==> config.mk <==
export PLATFORM = sky130hd
export DESIGN_NAME = conv_mac_datapath
export DESIGN_NICKNAME = d
export VERILOG_FILES = /design/src/rtl/conv_mac_datapath_pkg.sv /design/src/rtl/conv_mac_datapath_mem.sv /design/src/rtl/conv_mac_datapath.sv
export SDC_FILE = /design/constraint.sdc
export NUM_CORES = 1
export LEC_CHECK = 0
export ABC_AREA = 0
export BUFFER_PORTS_ARGS = -buffer_cell sky130_fd_sc_hd__buf_2
export CORE_MARGIN = 8
export CORE_UTILIZATION = 29
export DETAILED_ROUTE_END_ITERATION = 10
export GPL_ROUTABILITY_DRIVEN = 0
export HOLD_SLACK_MARGIN = 0.03
export SETUP_SLACK_MARGIN = 0.3
export SYNTH_ARGS = -nofsm -noshare
export SYNTH_HDL_FRONTEND = slang
export SYNTH_SLANG_ARGS = --single-unit
==> constraint.sdc <==
create_clock -name clk -period 13.25 [get_ports clk]
set_input_delay 0.6625 -clock clk [delete_from_list [all_inputs] [get_ports clk]]
set_output_delay 0.6625 -clock clk [all_outputs]
set_load 0.005 [all_outputs]
==> src/rtl/conv_mac_datapath_pkg.sv <==
// rtl/conv_mac_datapath_pkg.sv - shared sizes and types for the convolution MAC datapath
package conv_pkg;
  localparam int T                = 8;
  localparam int X_MEM_SIZE       = 8;
  localparam int F_MEM_SIZE       = 4;
  localparam int X_MEM_ADDR_WIDTH = 3;
  localparam int F_MEM_ADDR_WIDTH = 2;
  localparam int Y_WIDTH          = 18;

  typedef enum logic [1:0] {IDLE, CALC, OUT} conv_state_t;
  typedef logic signed [T-1:0] sample_t;
endpackage

==> src/rtl/conv_mac_datapath_mem.sv <==
// rtl/conv_mac_datapath_mem.sv - single-port-write, registered-read memory
// Read is read-first: a same-edge write to the read address returns the old word.
module conv_mem #(
  parameter int DEPTH = 8,
  parameter int WIDTH = 8,
  parameter int AW    = 3
) (
  input  logic             clk,
  input  logic             wr_en,
  input  logic [AW-1:0]    wr_addr,
  input  logic [WIDTH-1:0] wr_data,
  input  logic [AW-1:0]    rd_addr,
  output logic [WIDTH-1:0] rd_data
);
  logic [WIDTH-1:0] mem_q [DEPTH];
  logic [WIDTH-1:0] rd_data_q;

  always_ff @(posedge clk) begin
    if (wr_en) mem_q[wr_addr] <= wr_data;
    rd_data_q <= mem_q[rd_addr];
  end

  assign rd_data = rd_data_q;
endmodule

==> src/rtl/conv_mac_datapath.sv <==
// rtl/conv_mac_datapath.sv - x/f sample memories and sequential MAC producing one y per request
module conv_mac_datapath
  import conv_pkg::*;
#(
  parameter int T_W          = conv_pkg::T,
  parameter int X_SIZE       = conv_pkg::X_MEM_SIZE,
  parameter int F_SIZE       = conv_pkg::F_MEM_SIZE,
  parameter int X_AW         = conv_pkg::X_MEM_ADDR_WIDTH,
  parameter int F_AW         = conv_pkg::F_MEM_ADDR_WIDTH,
  parameter int Y_W          = conv_pkg::Y_WIDTH
) (
  input  logic                  clk,
  input  logic                  reset,
  input  logic signed [T_W-1:0] s_data_in_x,
  input  logic                  x_wr_en,
  input  logic [X_AW-1:0]       x_wr_addr,
  input  logic signed [T_W-1:0] s_data_in_f,
  input  logic                  s_valid_f,
  output logic                  s_ready_f,
  input  logic                  f_clear,
  input  logic                  calc_start,
  input  logic [X_AW-1:0]       calc_base,
  output logic                  calc_busy,
  output logic signed [Y_W-1:0] m_data_out_y,
  output logic                  m_valid_y,
  input  logic                  m_ready_y
);
  localparam logic [F_AW:0] F_FULL = (F_AW+1)'(F_SIZE);
  localparam int EXT = Y_W - 2*T_W;

  conv_state_t           state_q;
  logic [F_AW:0]         f_count_q, f_count_d, cyc_q;
  logic                  f_loaded_q, s_ready_f_q, busy_q, m_valid_q, f_fire;
  logic [X_AW-1:0]       base_q, x_rd_addr;
  logic [F_AW-1:0]       f_rd_addr;
  logic signed [T_W-1:0] x_rd, f_rd;
  logic signed [2*T_W-1:0] prod;
  logic signed [Y_W-1:0] acc_q, acc_d, y_q;

  conv_mem #(.DEPTH(X_SIZE), .WIDTH(T_W), .AW(X_AW)) u_x_mem (
    .clk(clk), .wr_en(x_wr_en), .wr_addr(x_wr_addr), .wr_data(s_data_in_x),
    .rd_addr(x_rd_addr), .rd_data(x_rd)
  );

  conv_mem #(.DEPTH(F_SIZE), .WIDTH(T_W), .AW(F_AW)) u_f_mem (
    .clk(clk), .wr_en(f_fire), .wr_addr(f_count_q[F_AW-1:0]), .wr_data(s_data_in_f),
    .rd_addr(f_rd_addr), .rd_data(f_rd)
  );

  assign f_fire = s_valid_f && s_ready_f_q;

  // Read j is issued on CALC cycle j; its product lands in the accumulator one cycle later.
  always_comb begin
    f_rd_addr = cyc_q[F_AW-1:0];
    x_rd_addr = base_q + X_AW'(cyc_q[F_AW-1:0]);
    prod      = x_rd * f_rd;
    acc_d     = acc_q + $signed({{EXT{prod[2*T_W-1]}}, prod});
    f_count_d = f_count_q;
    if (state_q == IDLE && f_clear) f_count_d = '0;
    else if (f_fire)                f_count_d = f_count_q + 1'b1;
  end

  always_ff @(posedge clk) begin
    if (reset) begin
      state_q     <= IDLE;
      f_count_q   <= '0;
      f_loaded_q  <= 1'b0;
      s_ready_f_q <= 1'b0;
      busy_q      <= 1'b0;
      m_valid_q   <= 1'b0;
      y_q         <= '0;
      acc_q       <= '0;
      cyc_q       <= '0;
      base_q      <= '0;
    end else begin
      f_count_q  <= f_count_d;
      f_loaded_q <= (f_count_d == F_FULL);
      case (state_q)
        IDLE: begin
          s_ready_f_q <= (f_count_d < F_FULL);
          if (calc_start && f_loaded_q) begin
            state_q     <= CALC;
            base_q      <= calc_base;
            cyc_q       <= '0;
            acc_q       <= '0;
            busy_q      <= 1'b1;
            s_ready_f_q <= 1'b0;
          end
        end
        CALC: begin
          s_ready_f_q <= 1'b0;
          cyc_q       <= cyc_q + 1'b1;
          if (cyc_q != '0) acc_q <= acc_d;
          if (cyc_q == F_FULL) begin
            state_q   <= OUT;
            m_valid_q <= 1'b1;
            y_q       <= acc_d;
          end
        end
        OUT: begin
          s_ready_f_q <= 1'b0;
          if (m_ready_y) begin
            state_q     <= IDLE;
            m_valid_q   <= 1'b0;
            busy_q      <= 1'b0;
            s_ready_f_q <= (f_count_q < F_FULL);
          end
        end
        default: state_q <= IDLE;
      endcase
    end
  end

  assign s_ready_f    = s_ready_f_q;
  assign calc_busy    = busy_q;
  assign m_valid_y    = m_valid_q;
  assign m_data_out_y = y_q;
endmodule

==> results.yml <==
floorplanning:
  die_y_um: 195
  ios: 50
  core_area_um2: 31600
  die_area_um2: 38100
  start_util_pct: 29.4
  rows: 65
  fp.dieW_um: 195
clock_tree:
  post-cts-setup-buffer-count: 0
  cts-root-buf: "clkbuf_16"
  ctsHoldBuffers: 0
  tritoncts: "done"
  cts-resized-gates: 0
  clkTransAtPathRegs_ps: 70
  cts.sinks: 163
  cts_made_buffers: 17
  cts_buffer_depth: 2
  clk_latency_ps: 430
  htreeDepth: 4
routing:
  drt-initial-drc-count: 306
  avgRoutedWirePerCell_um: 15.0
  vias: 5416
  drt-pass1-iter-count: 4
  wirelength_um: 18200
  via_per_inst: 4.46
  ant_nets: 0
  drc: 0
timing:
  final_max_slew_viol_count: 0
  tns_ps: 0
  worstMarginPinSlew_ps: 1020
  min_period_over_period_pct: 40.9
  slew_headroom_pct: 31.8
  skew_ps: 14.6
  rsz0062_at_grt: "false"
  setup_violations: 0
  hold_viol: 0
  fmax_ghz: 0.184
  min_period_ps: 5420
synthesis:
  synth_warnings: 0
  synthCells: 748
  synth-seq-cells: 163
  synth-compound-area-share_pct: 6.50
  synthFlopType: "edfxtp_1"
  ys_seq_area_share_pct: 45.3
  yosys.area.top_type: "edfxtp_1"
  synth_adder_area_share_pct: 24.5
  syn-num-nets: 911
  synth_top_family_by_area: "adder cells"
  synth_top_area_share_pct: 30.9
  synthMuxAreaShare_pct: 7.21
  synth-simple-area-share_pct: 9.17
  async_flop_share_pct: 0
  synthTopCellsByArea: "edfxtp_1, fa_1, dfxtp_1"
  synth_area_um2: 9320
  syn_avg_cell_area_um2: 12.5
  synth_edf_count: 96
  synth_xor_area_share_pct: 1.97
  synth_cell_types: 51
power_and_ir_drop:
  ir_drop_mv: 0.137
  powerDensity_nw_per_um2: 139
  p_leak_nw: 4.31
setup_path:
  critPathCaptureType: "flip-flop"
  cp-start-kind: "flip-flop"
  required_ps: 13580
  worstPathArrival_ps: 5750
  crit_type: "flip-flop to flip-flop"
  cp_max_fo: 11
grt:
  grt_pass1_vias: 5818
  grt_overflow: 0
  grt_max_degree: 47
  grt_antenna_before_repair: 1
  grt_pass1_wl_um: 30700
  grtUsageTotal_pct: 10.0
finish:
  diodes: 0
  nFillCells: 3105
  post_route_cells_drive_above_1_share_pct: 15.5
  syn2layout_area_growth_pct: 13.4
  fin_cells: 1214
  final_cell_mix: "inv_1, edfxtp_1, fa_1"
  multi_input_area_um2: 4600
  layout_commonest_cell: "inv_1"
  layout.nets: 962
  seqCellArea_um2: 4220
run_status:
  outcome: "completed"
placed_design:
  port_buffers: 49
  dp_cells: 1182
  dp_hpwl_um: 14400
worst_hold_path:
  min_path_type: "input pin to flip-flop"
run:
  cap_violations: 0
[sequential cells by signal, summed over array words and instances, names as in the netlist]
name / flops
u_f_mem.rd_data: 8
calc_busy: 1
u_f_mem.mem_q: 32
m_valid_y: 1
u_x_mem.mem_q: 64
f_count_q: 3
u_x_mem.rd_data: 8
acc_q: 18
f_loaded_q: 1
cyc_q: 3
base_q: 3
s_ready_f: 1
state_q: 2
m_data_out_y: 18
[area by class of cell]
class / instances / share of cell area, %
clock inverters: 15 / 1.35
clock buffers: 17 / 4.03
repair buffers: 52 / 2.54
well taps: 402 / 4.76
multi-input cells: 459 / 43.6
flip-flops and latches: 163 / 40.0
inverters: 106 / 3.77
[metrics by stage]
step	util (%)	setup slack [ps]	hold WS [ps]	area (um^2)	total power, W
2_1_floorplan	-	8320	432	9320	0.000906
3_3_place_gp	31.6	8000	440	9990	0.000998
3_5_place_dp	31.6	7860	448	9990	0.00100
4_1_cts	33.4	7800	434	10600	0.00148
5_1_grt	33.4	7560	445	10600	0.00156
6_report	33.4	7830	448	10600	0.00147
[worst paths after layout]
check / from / endpoint / slack, ps / cells past startpoint
setup / recovery: u_f_mem.rd_data[0] / m_data_out_y[16] / 7830 / 15
hold / removal: s_data_in_f[5] / u_f_mem.mem_q[0][5] / 450 / 1
setup reg to reg: u_f_mem.rd_data[0] / m_data_out_y[16] / 7830 / 15
hold reg to reg: acc_q[2] / acc_q[2] / 450 / 2
[power breakdown]
group	total [W]	internal, W	switching [W]
Combinational	0.000438	0.000191	0.000247
Clock	0.000475	0.000264	0.000211
Sequential	0.000553	0.000546	0.00000663
[critical path, stage by stage (launching register included)]
cell       delay [ps]
dfxtp_1           490
and2_1            650
inv_1             120
fa_1              510
inv_1              50
fa_1              490
fa_1              610
fa_1              440
fa_1              450
ha_1              340
o21a_1            220
o31a_4            130
o2111ai_1         280
a32oi_1           160
xnor2_1           170
a211oi_1          230
[Yosys cell counts (12+ instances only)]
master    instances
clkbuf_1         12
nor2_1           33
inv_1           106
nand2_1          69
edfxtp_1         96
xnor2_1          17
dfxtp_1          67
mux4_2           24
and2_1           29
nand3_1          12
ha_1             53
fa_1             81
a21oi_1          32
[cells by family (layout without fill, tap and decap cells)]
kind of cell,after synthesis,after routing
xor+xnor,21,21
compound gates,90,90
fa+ha+maj,134,134
flops,163,163
simple gates,178,178
buf+inv,126,190
mux,36,36
[per-layer routing]
layer	GRT usage, %	vias up	share of wire (%)	wire (um)
met5	0	-	0.071	13
met3	2.22	17	3.6	652
met1	12.6	2683	45	8130
met2	17.2	82	51	9230
met4	2.81	2	1.0	191
li1	-	2632	-	-
Note: power is estimated with default switching activity, not from simulation.
